**config.mk**
```make
export PLATFORM = sky130hd
export DESIGN_NAME = gene_sweep_ctrl
export DESIGN_NICKNAME = d
export VERILOG_FILES = /design/src/rtl/gene_pkg.sv /design/src/rtl/gene_sweep_ctrl_brent.sv /design/src/rtl/gene_sweep_ctrl.sv
export SDC_FILE = /design/constraint.sdc
export NUM_CORES = 1
export LEC_CHECK = 0
export BUFFER_PORTS_ARGS = -buffer_cell sky130_fd_sc_hd__buf_2
export CAP_MARGIN = 20
export CORE_ASPECT_RATIO = 1.25
export CORE_MARGIN = 4
export CORE_UTILIZATION = 57
export DETAILED_ROUTE_END_ITERATION = 16
export PLACE_DENSITY_LB_ADDON = 0.1
export SYNTH_ARGS = -nofsm -noshare
export SYNTH_HDL_FRONTEND = slang
export SYNTH_SLANG_ARGS = --single-unit
```
**constraint.sdc**
```tcl
create_clock -name clk -period 3.28 [get_ports clk]
set_clock_uncertainty 0.05 [all_clocks]
set_input_delay 0.328 -clock clk [delete_from_list [all_inputs] [get_ports clk]]
set_output_delay 0.328 -clock clk [all_outputs]
set_load 0.02 [all_outputs]
```
**src/rtl/gene_pkg.sv**
```systemverilog
// Shared widths, result-kind encodings and sweep FSM encoding for the gene network
// sweep controller.
package gene_pkg;

   localparam int STATE_W = 8;
   localparam int CNT_W   = 9;

   localparam logic [1:0] KIND_FIX = 2'b00;
   localparam logic [1:0] KIND_CYC = 2'b01;
   localparam logic [1:0] KIND_TO  = 2'b10;

   typedef enum logic [1:0] {
      ST_IDLE = 2'd0,
      ST_LOAD = 2'd1,
      ST_ITER = 2'd2,
      ST_EMIT = 2'd3
   } sweep_state_e;

   function automatic logic [CNT_W-1:0] sat_inc(input logic [CNT_W-1:0] v);
      return (v == {CNT_W{1'b1}}) ? v : v + 1'b1;
   endfunction

endpackage

```
**src/rtl/gene_sweep_ctrl_brent.sv**
```systemverilog
// Brent cycle-detection datapath: tortoise/power/lambda registers plus a step
// budget timer, evaluated against the network output each iteration.
module gene_brent
   import gene_pkg::*;
#(
   parameter int STEP_W    = 10,
   parameter int MAX_STEPS = 1023
) (
   input  logic               clk,
   input  logic               rst_n,
   input  logic               load,
   input  logic               step,
   input  logic [STATE_W-1:0] x0,
   input  logic [STATE_W-1:0] net_f,
   output logic               hit,
   output logic               timeout,
   output logic [STEP_W-1:0]  len,
   output logic [STATE_W-1:0] attr
);

   localparam logic [STEP_W-1:0] STEPS_INIT = STEP_W'(MAX_STEPS);

   logic [STATE_W-1:0] tort_q, tort_d;
   logic [STEP_W:0]    power_q, power_d;
   logic [STEP_W-1:0]  lam_q, lam_d, lam_n;
   logic [STEP_W-1:0]  steps_left_q, steps_left_d;

   always_comb begin
      lam_n        = lam_q + 1'b1;
      hit          = (net_f == tort_q);
      // remaining budget of 1 means this is the last allowed iteration
      timeout      = (steps_left_q == STEP_W'(1));
      len          = lam_n;
      attr         = net_f;
      tort_d       = tort_q;
      power_d      = power_q;
      lam_d        = lam_q;
      steps_left_d = steps_left_q;
      if (load) begin
         tort_d       = x0;
         power_d      = (STEP_W+1)'(1);
         lam_d        = '0;
         steps_left_d = STEPS_INIT;
      end else if (step) begin
         steps_left_d = steps_left_q - 1'b1;
         if ({1'b0, lam_n} == power_q) begin
            tort_d  = net_f;
            power_d = power_q << 1;
            lam_d   = '0;
         end else begin
            lam_d = lam_n;
         end
      end
   end

   always_ff @(posedge clk or negedge rst_n) begin
      if (!rst_n) begin
         tort_q       <= '0;
         power_q      <= '0;
         lam_q        <= '0;
         steps_left_q <= '0;
      end else begin
         tort_q       <= tort_d;
         power_q      <= power_d;
         lam_q        <= lam_d;
         steps_left_q <= steps_left_d;
      end
   end

endmodule

```
**src/rtl/gene_sweep_ctrl.sv**
```systemverilog
// Sweeps every initial state in a programmed range through the gene network,
// classifies each trajectory and streams one result per state with running totals.
//
// state | meaning
// IDLE  | waiting for start; totals held from the last sweep
// LOAD  | seed x and the Brent datapath from the current initial state
// ITER  | one network step per cycle until detection or step budget exhausted
// EMIT  | result presented, held until res_ready; then next state or done
module gene_sweep_ctrl
   import gene_pkg::*;
#(
   parameter int STEP_W    = 10,
   parameter int MAX_STEPS = 1023
) (
   input  logic               clk,
   input  logic               rst_n,
   input  logic               start,
   input  logic [STATE_W-1:0] start_val,
   input  logic [STATE_W-1:0] end_val,
   output logic [STATE_W-1:0] net_x,
   input  logic [STATE_W-1:0] net_f,
   output logic               busy,
   output logic               done,
   output logic               res_valid,
   input  logic               res_ready,
   output logic [STATE_W-1:0] res_init,
   output logic [1:0]         res_kind,
   output logic [STEP_W-1:0]  res_len,
   output logic [STATE_W-1:0] res_attr,
   output logic [CNT_W-1:0]   fp_count,
   output logic [CNT_W-1:0]   cyc_count,
   output logic [CNT_W-1:0]   to_count
);

   sweep_state_e       state_q, state_d;
   logic [STATE_W-1:0] cur_q, cur_d, last_q, last_d, x_q, x_d;
   logic [1:0]         res_kind_q, res_kind_d;
   logic [STEP_W-1:0]  res_len_q, res_len_d;
   logic [STATE_W-1:0] res_attr_q, res_attr_d;
   logic [CNT_W-1:0]   fp_q, fp_d, cyc_q, cyc_d, to_q, to_d;
   logic               done_q, done_d;

   logic               b_load, b_step, b_hit, b_timeout;
   logic [STEP_W-1:0]  b_len;
   logic [STATE_W-1:0] b_attr;

   assign b_load = (state_q == ST_LOAD);
   assign b_step = (state_q == ST_ITER) && !b_hit && !b_timeout;

   gene_brent #(
      .STEP_W    (STEP_W),
      .MAX_STEPS (MAX_STEPS)
   ) u_brent (
      .clk     (clk),
      .rst_n   (rst_n),
      .load    (b_load),
      .step    (b_step),
      .x0      (cur_q),
      .net_f   (net_f),
      .hit     (b_hit),
      .timeout (b_timeout),
      .len     (b_len),
      .attr    (b_attr)
   );

   always_comb begin
      state_d    = state_q;
      cur_d      = cur_q;
      last_d     = last_q;
      x_d        = x_q;
      res_kind_d = res_kind_q;
      res_len_d  = res_len_q;
      res_attr_d = res_attr_q;
      fp_d       = fp_q;
      cyc_d      = cyc_q;
      to_d       = to_q;
      done_d     = 1'b0;
      case (state_q)
         ST_IDLE: begin
            if (start) begin
               cur_d   = start_val;
               last_d  = end_val;
               fp_d    = '0;
               cyc_d   = '0;
               to_d    = '0;
               state_d = ST_LOAD;
            end
         end
         ST_LOAD: begin
            x_d     = cur_q;
            state_d = ST_ITER;
         end
         ST_ITER: begin
            // a hit on the last budgeted step still counts as a detection
            if (b_hit) begin
               res_kind_d = (b_len == STEP_W'(1)) ? KIND_FIX : KIND_CYC;
               res_len_d  = b_len;
               res_attr_d = b_attr;
               state_d    = ST_EMIT;
            end else if (b_timeout) begin
               res_kind_d = KIND_TO;
               res_len_d  = '0;
               res_attr_d = '0;
               state_d    = ST_EMIT;
            end else begin
               x_d = net_f;
            end
         end
         ST_EMIT: begin
            if (res_ready) begin
               case (res_kind_q)
                  KIND_FIX: fp_d  = sat_inc(fp_q);
                  KIND_CYC: cyc_d = sat_inc(cyc_q);
                  KIND_TO:  to_d  = sat_inc(to_q);
                  default:  ;
               endcase
               if (cur_q == last_q) begin
                  done_d  = 1'b1;
                  state_d = ST_IDLE;
               end else begin
                  cur_d   = cur_q + 1'b1;
                  state_d = ST_LOAD;
               end
            end
         end
         default: state_d = ST_IDLE;
      endcase
   end

   always_ff @(posedge clk or negedge rst_n) begin
      if (!rst_n) begin
         state_q    <= ST_IDLE;
         cur_q      <= '0;
         last_q     <= '0;
         x_q        <= '0;
         res_kind_q <= '0;
         res_len_q  <= '0;
         res_attr_q <= '0;
         fp_q       <= '0;
         cyc_q      <= '0;
         to_q       <= '0;
         done_q     <= 1'b0;
      end else begin
         state_q    <= state_d;
         cur_q      <= cur_d;
         last_q     <= last_d;
         x_q        <= x_d;
         res_kind_q <= res_kind_d;
         res_len_q  <= res_len_d;
         res_attr_q <= res_attr_d;
         fp_q       <= fp_d;
         cyc_q      <= cyc_d;
         to_q       <= to_d;
         done_q     <= done_d;
      end
   end

   assign net_x     = x_q;
   assign busy      = (state_q != ST_IDLE);
   assign done      = done_q;
   assign res_valid = (state_q == ST_EMIT);
   assign res_init  = cur_q;
   assign res_kind  = res_kind_q;
   assign res_len   = res_len_q;
   assign res_attr  = res_attr_q;
   assign fp_count  = fp_q;
   assign cyc_count = cyc_q;
   assign to_count  = to_q;

endmodule
```
==> impl_summary.md <==
Floorplan
The starting density of the core is 0.5945. The area enclosed by the die boundary is 12430 sq um. The number of primary I/O pins is 94. After floorplanning, the core was sized to cover ~10000 sq um. The die extent in x is 100.5 microns. The floorplan step set the die height to approximately 120 microns. The row count is 41.

Clocking
The root buffer cell chosen for the clock tree is sky130_fd_sc_hd__clkbuf_16. The post-CTS setup-driven buffer insertion count is 0. After clock tree synthesis, the clock-pin slew on the worst setup and hold paths is roughly 0.050 ns.

The H-tree was split into 4 levels. Clock tree synthesis inserted a total of 17 buffers. The number of sinks driven by the clock tree is roughly 110. The clock tree buffer depth is 2. Clock latency on the worst-skew pair, taken at its later pin, is ~0.41 ns. The number of resized instances in the post-cts repair step is 0.

TritonCTS built the clock tree.

Yosys
The cell count after synthesis is between 600 and 700. After synthesis, the share of cell area in mux cells is 0.09579. Of the total synthesized cell area, the portion taken by AND, OR, NAND and NOR gates is 0.1813. The count of warnings emitted by yosys is 0. The largest area contributor in the synthesized netlist is sky130_fd_sc_hd__dfrtp_1. Counting every net in the synthesized netlist gives roughly 660. The synthesized cell area is 6100 sq um. The part of the Yosys area used for sequential elements is 0.4636.

The most common cell in the synthesized netlist is sky130_fd_sc_hd__dfrtp_1. The synthesized netlist contains 56 unique library cells. The most used flip-flop cell after synthesis is sky130_fd_sc_hd__dfrtp_1. Yosys attributes the largest share of cell area to sky130_fd_sc_hd__dfrtp_1 (46%), sky130_fd_sc_hd__mux2_2 (5.7%), sky130_fd_sc_hd__xor2_1 (4.2%). The combinational family with the most area after synthesis is simple AND/OR/NAND/NOR gates. The area share of fa/ha/maj cells after synthesis is 0.03077. The fraction of synthesized cell area taken by the top area cell type is 0.4636. The async set or reset register ratio after synthesis is 1.000. Of the total synthesized cell area, the portion taken by XOR and XNOR cells is 0.07200. The fraction of the mapped netlist area in compound gates is 0.1030. A synthesized cell averages 9.967 sq um. By count the netlist is led by sky130_fd_sc_hd__dfrtp_1 (113), sky130_fd_sc_hd__o21ai_0 (49), sky130_fd_sc_hd__nor2_1 (48). The synthesized design contains 0 enable-type register cells.

The synthesis-stage register bit count is ~110.

Global routing
The initial antenna violation count is 0. The global routing usage summed across all routing layers is 0.2387. Entering global routing, the biggest net connects approximately 70 pins.

The first global-routing pass estimated around 23000 microns of wire. The number of global-route vias before repair is 4913. The total congestion overflow after global routing is 0.

Hold path
The min-delay analysis places its worst path in the category in -> reg.

Pwr
The cell leakage power is ~3.3 nW. The sequential share of power is 0.331. The total power density per cell area is around 900 nW/um^2. The internal portion of the total power is a little over 0.004 W. The share of total power dissipated in combinational logic is 0.383. The portion of total power attributed to the clock network is 0.286. The switching component of the power is around 0.0024 W. IR analysis of the VDD net gives a maximum drop of 0.0006195 V. Of the total power, the share spent switching nets is 0.3728.

Setup path
The highest net fanout along the worst path is 19. The worst setup path is captured at a flop. STA classifies the critical path startpoint as a flop. The data arrival time of the worst path is around 3.2 ns. The required time reported for the critical path endpoint is roughly 3.5 ns. The startpoint-to-endpoint class of the critical path is reg -> reg.

Layout
The fraction of final layout cells sized beyond drive strength 1 is 0.2538. From synthesis to final layout, the design area changed by 18.87%. The number of antenna repair diodes is 0. The layout has ~800 filler cells. Summing all non-filler instances in the final layout gives an area of 7251 sq um.

The number of nets in the final layout is between 700 and 800.

Timing
Setup repair after global routing left no endpoint under its margin. The final setup TNS is 0 ns. The final critical path time including I/O delays and setup is 2.953 ns. The fmax is about 0.34 GHz. The final max-slew violation count is 0.

Setup violations remaining at the end of the flow were counted as 0. The portion of the clock cycle consumed by the worst path in the final layout is 0.9004. The transition time at the pin with the least slew margin is 0.6632 ns.

Headroom to the max-slew limit came out at 0.5578. The hold violation total from the final report is 0. Hold is met by around 0.1 ns.

Status
The run finished with clean final reports.

Route
The residual antenna-violating net count after detailed routing is 0. For this block, the via count after detailed routing is 4815. After detailed routing, the average wire length per cell comes to around 16 microns. The number of iterations in the first detailed-routing pass is 4. The total wire length after detailed routing is ~14000 microns. The post-route DRC violation count is 0.

The routed via count divided by cell count is roughly 5.7. The DRC marker count from the first detailed-route iteration is 231.

Place
Input and output buffers added on the ports amount to 93. The HPWL after detailed placement is between 9000 and 10000 microns. Routability-driven placement finished with a final weighted congestion of a little under 0.9. The placed cell area is ~6600 sq um.

Job
The max-cap check violation count is 0.
area by class of cell:
cell class | count | area (sq um) | share of cell area
clock buffer | 23 | 467.9 | 0.06454
clock inverter | 9 | 131.4 | 0.01812
tap | 129 | 161.4 | 0.02226
sequential | 113 | 2828 | 0.3900
timing repair buffer | 105 | 573.1 | 0.07903
inverter | 36 | 135.1 | 0.01864
multi-input combinational | 431 | 2954 | 0.4074
sequential cells by signal, summed over array words and instances (netlist names):
register / cells
u_brent.power_q: 11
res_len: 10
u_brent.lam_q: 10
u_brent.steps_left_q: 10
cyc_count: 9
fp_count: 9
to_count: 9
last_q: 8
net_x: 8
res_attr: 8
res_init: 8
u_brent.tort_q: 8
res_kind: 2
state_q: 2
done: 1
layout by cell type, fill, tap and decap left out, types with 3 or more instances in the layout:
cell type	netlist	final
sky130_fd_sc_hd__buf_2	2	92
sky130_fd_sc_hd__clkbuf_1	19	4
sky130_fd_sc_hd__nand2_1	34	34
sky130_fd_sc_hd__o21ai_0	49	49
sky130_fd_sc_hd__a22oi_1	7	7
sky130_fd_sc_hd__ha_1	15	15
sky130_fd_sc_hd__a21oi_1	19	19
sky130_fd_sc_hd__and3_1	8	8
sky130_fd_sc_hd__mux2_4	7	7
sky130_fd_sc_hd__or3_1	13	13
sky130_fd_sc_hd__nor2_1	48	48
sky130_fd_sc_hd__or2_2	3	3
sky130_fd_sc_hd__mux2_2	31	31
sky130_fd_sc_hd__o22a_1	7	7
sky130_fd_sc_hd__nor3_1	5	5
sky130_fd_sc_hd__dfrtp_1	113	113
sky130_fd_sc_hd__and2_1	4	4
sky130_fd_sc_hd__nor4_1	5	5
sky130_fd_sc_hd__xor2_1	29	29
sky130_fd_sc_hd__inv_1	36	36
sky130_fd_sc_hd__o211ai_1	3	3
sky130_fd_sc_hd__mux2i_1	13	13
sky130_fd_sc_hd__buf_4	3	11
sky130_fd_sc_hd__clkinvlp_4	0	3
sky130_fd_sc_hd__nand3_1	47	47
sky130_fd_sc_hd__nand4_1	16	16
sky130_fd_sc_hd__clkbuf_16	0	17
sky130_fd_sc_hd__xnor2_1	16	16
sky130_fd_sc_hd__a31oi_1	5	5
sky130_fd_sc_hd__bufinv_16	0	3
sky130_fd_sc_hd__nand2b_1	14	14
metrics by stage:
stage               worst slack [ns]  cells  utilization  total power [W]
detailed placement            0.3432    813       0.6473         0.004641
floorplan                     0.6611    612            -         0.003989
global route                  0.2213    846       0.7067         0.006897
global placement              0.4450    813       0.6473         0.004549
finish                        0.3265    846       0.7067         0.006490
CTS                           0.3353    846       0.7067         0.006535
cell families (layout without fill, tap and decap cells):
group | after synthesis | count (layout)
xor gates and xnor gates | 47 | 47
DFF | 113 | 113
and+or+nand+nor | 213 | 213
buffers and inverters | 68 | 173
muxes | 51 | 51
adders and majority gates | 15 | 15
AOI/OAI and AO/OA | 105 | 105
what timing repair did:
item	CTS	global route
hold buffers	1	0
endpoints found under the hold margin	46	0
endpoints found under the setup margin	0	0
layer usage:
metal  GRT usage  share of wire  up-vias
li1            -              -     2324
met1      0.2941           0.42     2350
met2      0.4042           0.51      117
met3     0.05658          0.044       24
met4     0.09688          0.020        0
met5           0              0        -
worst paths after layout:
check	startpoint	endpoint	slack, ns	cells after the start
worst max-delay path	u_brent.lam_q[0]	u_brent.tort_q[0]	0.33	9
worst min-delay path	end_val[0]	last_q[0]	0.1	2
worst max register to register	u_brent.lam_q[0]	u_brent.tort_q[0]	0.33	9
worst min register to register	res_len[0]	res_len[0]	0.45	2
max in group asynchronous	rst_n	to_count[5]	1.99	3
min in group asynchronous	rst_n	u_brent.lam_q[5]	0.43	2
power by group through the flow:
stage / Sequential (W) / Combinational [W] / Clock, W
6_report: 0.00215 / 0.00249 / 0.00186
5_1_grt: 0.00220 / 0.00275 / 0.00196
4_1_cts: 0.00214 / 0.00251 / 0.00188
3_5_place_dp: 0.00215 / 0.00249 / 0
3_3_place_gp: 0.00214 / 0.00241 / 0
2_1_floorplan: 0.00223 / 0.00176 / 0
worst max-delay path: stages, from the launching register on:
cell and delay (ns):
sky130_fd_sc_hd__dfrtp_1 0.47, sky130_fd_sc_hd__ha_1 0.36, sky130_fd_sc_hd__nand3_2 0.19, sky130_fd_sc_hd__or2_2 0.36
sky130_fd_sc_hd__o211ai_2 0.19, sky130_fd_sc_hd__nand3_1 0.13, sky130_fd_sc_hd__nor4_4 0.13, sky130_fd_sc_hd__buf_4 0.34
sky130_fd_sc_hd__mux2_4 0.33, sky130_fd_sc_hd__mux2_2 0.26
No activity file was read; power rests on OpenSTA's default activity.
